==> config.mk <==
export PLATFORM = sky130hd
export DESIGN_NAME = axi_stream_extract_header
export DESIGN_NICKNAME = d
export VERILOG_FILES = /design/src/rtl/axi_stream_extract_header.sv
export SDC_FILE = /design/constraint.sdc
export NUM_CORES = 1
export LEC_CHECK = 0
export BUFFER_PORTS_ARGS = -buffer_cell sky130_fd_sc_hd__buf_2
export CAP_MARGIN = 20
export CORE_MARGIN = 5
export CORE_UTILIZATION = 46
export DETAILED_ROUTE_END_ITERATION = 8
export PLACE_DENSITY_LB_ADDON = 0.2
export SETUP_SLACK_MARGIN = 0.02
export SLEW_MARGIN = 10
export SYNTH_ARGS = -nofsm -noshare
export SYNTH_HDL_FRONTEND = slang
export SYNTH_SLANG_ARGS = --single-unit
==> constraint.sdc <==
create_clock -name clk -period 3.55 [get_ports clk]
set_clock_uncertainty 0.2 [all_clocks]
set_input_delay 0.355 -clock clk [delete_from_list [all_inputs] [get_ports clk]]
set_output_delay 0.355 -clock clk [all_outputs]
set_load 0.01 [all_outputs]
==> src/rtl/axi_stream_extract_header.sv <==
// axi_stream_extract_header
// Splits the first hdr_len bytes of each byte-packed AXI-Stream packet onto a
// separate header channel. The remaining payload is re-aligned so that it
// starts at the most-significant byte lane.
// Optional feature macro: AXIS_EXTRACT_SHORT_ERR_EN adds the short_err pulse
// output, which flags single-beat packets that are too short to hold a
// complete header.
module axi_stream_extract_header #(
  parameter int DATA_WD      = 32,
  parameter int DATA_BYTE_WD = DATA_WD / 8
) (
  input  logic                               clk,
  input  logic                               rst_n,
  input  logic [$clog2(DATA_BYTE_WD+1)-1:0]  hdr_len,
  input  logic                               valid_in,
  input  logic [DATA_WD-1:0]                 data_in,
  input  logic [DATA_BYTE_WD-1:0]            keep_in,
  input  logic                               last_in,
  output logic                               ready_in,
  output logic                               valid_header,
  output logic [DATA_WD-1:0]                 header_out,
  output logic [DATA_BYTE_WD-1:0]            keep_header,
  input  logic                               ready_header,
  output logic                               valid_out,
  output logic [DATA_WD-1:0]                 data_out,
  output logic [DATA_BYTE_WD-1:0]            keep_out,
  output logic                               last_out,
  input  logic                               ready_out
`ifdef AXIS_EXTRACT_SHORT_ERR_EN
  ,
  output logic                               short_err
`endif
);

  localparam int N  = DATA_BYTE_WD;
  localparam int HW = $clog2(DATA_BYTE_WD + 1);

  typedef enum logic [1:0] {SOP, BODY, FLUSH} state_t;

  state_t            state;
  logic [HW-1:0]     h_reg;
  logic [DATA_WD-1:0] res_data;
  logic [N-1:0]      res_keep;

  logic [HW-1:0]      h_in;
  logic [HW-1:0]      cur_h;
  int                 lo;
  int                 hb;
  logic [N-1:0]       hdr_keep;
  logic [DATA_WD-1:0] hdr_data;
  logic [DATA_WD-1:0] shifted_data;
  logic [N-1:0]       tail_keep;
  logic [N-1:0]       hi_mask;
  logic [N-1:0]       body_keep;
  logic [DATA_WD-1:0] body_data;
  logic               has_tail;
  logic               accept;

  // Expands a byte-enable vector into a bit mask so that disabled lanes read as 0.
  function automatic logic [DATA_WD-1:0] lane_mask(input logic [N-1:0] keep);
    logic [DATA_WD-1:0] m;
    m = '0;
    for (int i = 0; i < N; i++) begin
      m[8*i +: 8] = {8{keep[i]}};
    end
    return m;
  endfunction

  // Byte-lane arithmetic. The residue is kept MSB-aligned (the input shifted
  // left by H lanes), so a body beat is simply the residue ORed with the top
  // H input bytes shifted down into the low lanes.
  always_comb begin
    h_in         = (hdr_len == '0 || hdr_len > HW'(N)) ? HW'(N) : hdr_len;
    cur_h        = (state == SOP) ? h_in : h_reg;
    hb           = int'(cur_h);
    lo           = N - hb;
    hdr_keep     = keep_in >> lo;
    hdr_data     = (data_in >> (8 * lo)) & lane_mask(hdr_keep);
    shifted_data = data_in << (8 * hb);
    tail_keep    = keep_in << hb;
    has_tail     = |tail_keep;
    hi_mask      = ~({N{1'b1}} >> lo);
    body_keep    = hi_mask | (keep_in >> lo);
    body_data    = (res_data | (data_in >> (8 * lo))) & lane_mask(body_keep);
  end

  // Input is accepted only when the output channel this state would write has room.
  always_comb begin
    ready_in = 1'b0;
    case (state)
      SOP:     ready_in = !valid_header || ready_header;
      BODY:    ready_in = !valid_out || ready_out;
      default: ready_in = 1'b0;
    endcase
  end

  assign accept = valid_in && ready_in;

  // Packet state machine with registered header and payload channels.
  always_ff @(posedge clk or negedge rst_n) begin
    if (!rst_n) begin
      state        <= SOP;
      h_reg        <= '0;
      res_data     <= '0;
      res_keep     <= '0;
      valid_header <= 1'b0;
      header_out   <= '0;
      keep_header  <= '0;
      valid_out    <= 1'b0;
      data_out     <= '0;
      keep_out     <= '0;
      last_out     <= 1'b0;
`ifdef AXIS_EXTRACT_SHORT_ERR_EN
      short_err    <= 1'b0;
`endif
    end else begin
      if (valid_header && ready_header) valid_header <= 1'b0;
      if (valid_out && ready_out) valid_out <= 1'b0;
`ifdef AXIS_EXTRACT_SHORT_ERR_EN
      short_err <= 1'b0;
`endif
      case (state)
        SOP: begin
          if (accept) begin
            h_reg        <= h_in;
            valid_header <= 1'b1;
            header_out   <= hdr_data;
            keep_header  <= hdr_keep;
            res_data     <= shifted_data;
            res_keep     <= tail_keep;
`ifdef AXIS_EXTRACT_SHORT_ERR_EN
            short_err    <= last_in && (hdr_keep != ({N{1'b1}} >> lo));
`endif
            if (!last_in) begin
              state <= BODY;
            end else if (has_tail) begin
              state <= FLUSH;
            end
          end
        end
        BODY: begin
          if (accept) begin
            valid_out <= 1'b1;
            data_out  <= body_data;
            keep_out  <= body_keep;
            last_out  <= last_in && !has_tail;
            res_data  <= shifted_data;
            res_keep  <= tail_keep;
            if (last_in) begin
              state <= has_tail ? FLUSH : SOP;
            end
          end
        end
        FLUSH: begin
          if (!valid_out || ready_out) begin
            valid_out <= 1'b1;
            data_out  <= res_data & lane_mask(res_keep);
            keep_out  <= res_keep;
            last_out  <= 1'b1;
            state     <= SOP;
          end
        end
        default: state <= SOP;
      endcase
    end
  end

endmodule

==> run_results.csv <==
group,metric,value,unit
run_status,outcome,"finished, final reports clean",
floorplanning,die_h,123,microns
route,num_vias,5468,
finish,multiInputGateArea,0.00272,sq mm
yosys,synthSimpleGateAreaFrac,15.7,%
yosys,synthFlopType,"dfrtp_1",
yosys,syn_area,0.00583,sq mm
sta,rsz0062_at_grt,"no",
global_routing,grt_max_degree,64,
yosys,synth_xor_area_share,0,%
route,drt_pre_antenna_iters,7,
placed_design,io_buffer_count,120,
sta,worst_slew_pin_slew,828,ps
floorplanning,row_count,41,
finish,final_nets,791,
hold_path,hold_path.class,"in2reg",
power_and_ir_drop,powerDensity,1090,mW/mm^2
finish,layout-drive-gt1-share,28.1,%
global_routing,gr-usage-all-layers,25.8,%
floorplanning,die_x,123,microns
critical_path,critPathLaunchType,"register",
sta,fmax,311,MHz
sta,finalHoldViolCount,0,
critical_path,arrival,3290,ps
sta,drv_slew,0,
yosys,yosysSeqAreaShare,49.8,%
yosys,ys_seq_elements,116,
sta,fin_crit_sh,90.6,%
critical_path,reg2reg_slack,340,ps
placed_design,dpl_cell_area,0.00674,sq mm
finish,reg_top3,"data_out: 32 flops, header_out: 32 flops, res_data: 32 flops",
global_routing,antenna_found_initial,0,
yosys,synth_fa_ha_area_share,1.07,%
clocking,cts_buffers,17,
clocking,clock_sinks,116,
clocking,htreeDepth,4,
route,wirelength,18600,microns
sta,tns,0,ps
clocking,clock_latency,420,ps
yosys,synth.distinct_cells,53,
global_routing,grt_pass1_wl,29100,microns
floorplanning,initial_core_util,46.6,%
yosys,muxShareOfSynthArea,0.944,%
global_routing,grt_pass1_vias,5352,
placed_design,dp_hpwl,13700,microns
critical_path,startpoint,"state[0]$_DFFE_PN0P_",
finish,seq_area,0.00290,sq mm
yosys,synth_cells,605,
finish,n_antenna_cell,0,
critical_path,path_cells,"inv_1 -> ha_1 -> buf_4 -> nand3b_1 -> nand2_1 -> clkinv_1 -> ha_1 -> inv_1 -> or3_4 -> o21a_1 -> buf_4 -> or3_1 -> o211ai_2 -> o21ai_0",
yosys,synth_top_family_by_area,"compound AO/OA/AOI/OAI gates",
clocking,cts_resized,0,
critical_path,worstReg2RegStart,"state[0]$_DFFE_PN0P_",
placed_design,gp_congestion,0.890,
critical_path,slowest_delay,390,ps
power_and_ir_drop,cellLeakagePower,3.67,nW
sta,period_minus_slack,3210,ps
hold_path,worstHoldStart,"data_in[29]",
clocking,cts-root-buf,"clkbuf_16",
yosys,synthesis.nets,655,
floorplanning,dieArea,0.0150,sq mm
global_routing,grt-ovfl-total,0,
route,drc,0,
critical_path,path_class,"reg2reg",
yosys,synth_compound_area_share,28.9,%
clocking,clkTransAtPathRegs,60,ps
floorplanning,ioPinCount,121,
critical_path,required,3630,ps
floorplanning,core_region_area,0.0125,sq mm
route,drtIter0Drc,534,
clocking,cts_tree,"yes",
route,wl_per_cell,20.1,microns
finish,area_delta_synth_final,25.8,%
critical_path,cp_max_fo,9,
sta,max_slew_margin,44.7,%
critical_path,cp_slowest_cell,"dfrtp_1",
critical_path,cp-end-kind,"register",
power_and_ir_drop,irDropWorstVdd,598,uV
job,maxCapViolations,0,
yosys,async_flop_share,100,%
route,drtAntennaViolNets,0,
finish,stdcell_area,0.00733,sq mm
sta,setup_viol,0,
yosys,synth_warnings,0,
yosys,synth-edff-count,0,
finish,utilization,58.6,%
clocking,clk_path_buf_depth,2,
route,routed_via_density,5.90,
clocking,post-cts-setup-buffers,0,
yosys,syn_area_per_cell,9.64,sq um
finish,nFillCells,1116,
==> path summary, 6_finish.rpt <==
path                       cells after the start                          to
hold reg to reg                                1  keep_header[3]$_DFFE_PN0P_
setup reg to reg                              14     data_out[0]$_DFFE_PN0P_
hold / removal                                 2  header_out[29]$_DFFE_PN0P_
max in group asynchronous                      3    data_out[18]$_DFFE_PN0P_
min in group asynchronous                      2  keep_header[1]$_DFFE_PN0P_
setup / recovery                              14     data_out[0]$_DFFE_PN0P_
==> logic make-up (layout without fill, tap and decap cells) <==
group,after synthesis,count (layout)
and+or+nand+nor,185,185
adders and majority gates,5,5
buffers and inverters,47,196
muxes,4,4
DFF,116,116
AOI/OAI and AO/OA,248,248
==> cell usage after synthesis (4+ instances only) <==
master | n | area share [%]
clkbuf_1 | 22 | 1.4
nor3_1 | 6 | 0.52
dfrtp_1 | 116 | 50
buf_1 | 6 | 0.39
a21oi_1 | 51 | 4.4
o21bai_1 | 4 | 0.52
and2_1 | 11 | 1.2
buf_2 | 4 | 0.34
a211oi_1 | 26 | 3.3
o21ai_0 | 54 | 4.6
nand2_1 | 111 | 7.1
a21o_1 | 14 | 1.8
ha_1 | 5 | 1.1
a22oi_1 | 5 | 0.64
a22o_1 | 51 | 7.7
o21ai_2 | 8 | 1.2
inv_1 | 8 | 0.52
nor2_1 | 11 | 0.71
nand2b_1 | 5 | 0.54
nand3_1 | 7 | 0.60
a31oi_1 | 17 | 1.8
and3_1 | 15 | 1.6
==> cell usage in the layout (no fill, tap or decap), types with 3 or more instances in the layout <==
master / count
clkbuf_16: 17
clkinv_2: 4
and2_1: 11
o21bai_1: 4
o21ai_2: 8
buf_4: 33
a21oi_1: 51
nand3_1: 7
buf_2: 119
nor2b_1: 3
nor2_1: 11
nor3_1: 6
nand2b_1: 5
a22o_1: 51
nand2_1: 111
a21boi_0: 3
ha_1: 5
and3_1: 15
a211oi_1: 26
nor4_4: 3
clkinvlp_4: 3
a31oi_1: 17
o21ai_0: 54
a22oi_1: 5
a21o_1: 14
inv_1: 8
dfrtp_1: 116
==> timing repair <==
action / in CTS / in global routing
hold endpoints to repair: 53 / 0
endpoints found under the setup margin: 0 / 0
hold buffers: 1 / 0
==> critical path: cells and delay by family, from the launching register on <==
family          cells  cell delay, ps
simple gates        4             970
compound gates      3             580
buf+inv             5             560
flops               1             390
fa+ha+maj           2             380
==> layout make-up <==
type | instances | share of cell area [%]
flip-flops and latches | 116 | 39.6
multi-input cells | 442 | 37.1
repair buffers | 154 | 11.9
clock buffers | 20 | 6.23
well taps | 172 | 2.93
clock inverters | 12 | 1.76
inverters | 10 | 0.512
==> power by group <==
part           switching [W]  total, W  internal, W
sequential          0.000282   0.00211      0.00183
combinational        0.00259   0.00416      0.00157
clock               0.000628   0.00170      0.00107
==> routing by layer <==
metal  vias to the layer above  track usage (%)  share of wire, %
met5                         -                0                 0
met1                      2655             34.1                42
met3                        57             6.04               7.2
met4                         0             10.8               3.3
li1                       2498                -                 -
met2                       258             40.8                48
==> per-stage QoR <==
| step | total power, W | instances | setup slack, ps | hold WS (ps) |
|---|---|---|---|---|
| after detailed placement | 0.00623 | 893 | -20.4 | 250 |
| after CTS | 0.00796 | 926 | 350 | 5.28 |
| after floorplan | 0.00473 | 605 | 144 | -141 |
| after global routing | 0.00849 | 926 | 173 | 17.2 |
| after global placement | 0.00614 | 893 | 76.2 | 243 |
| final | 0.00797 | 926 | 335 | 24.5 |
No activity file was read; power rests on OpenSTA's default activity.
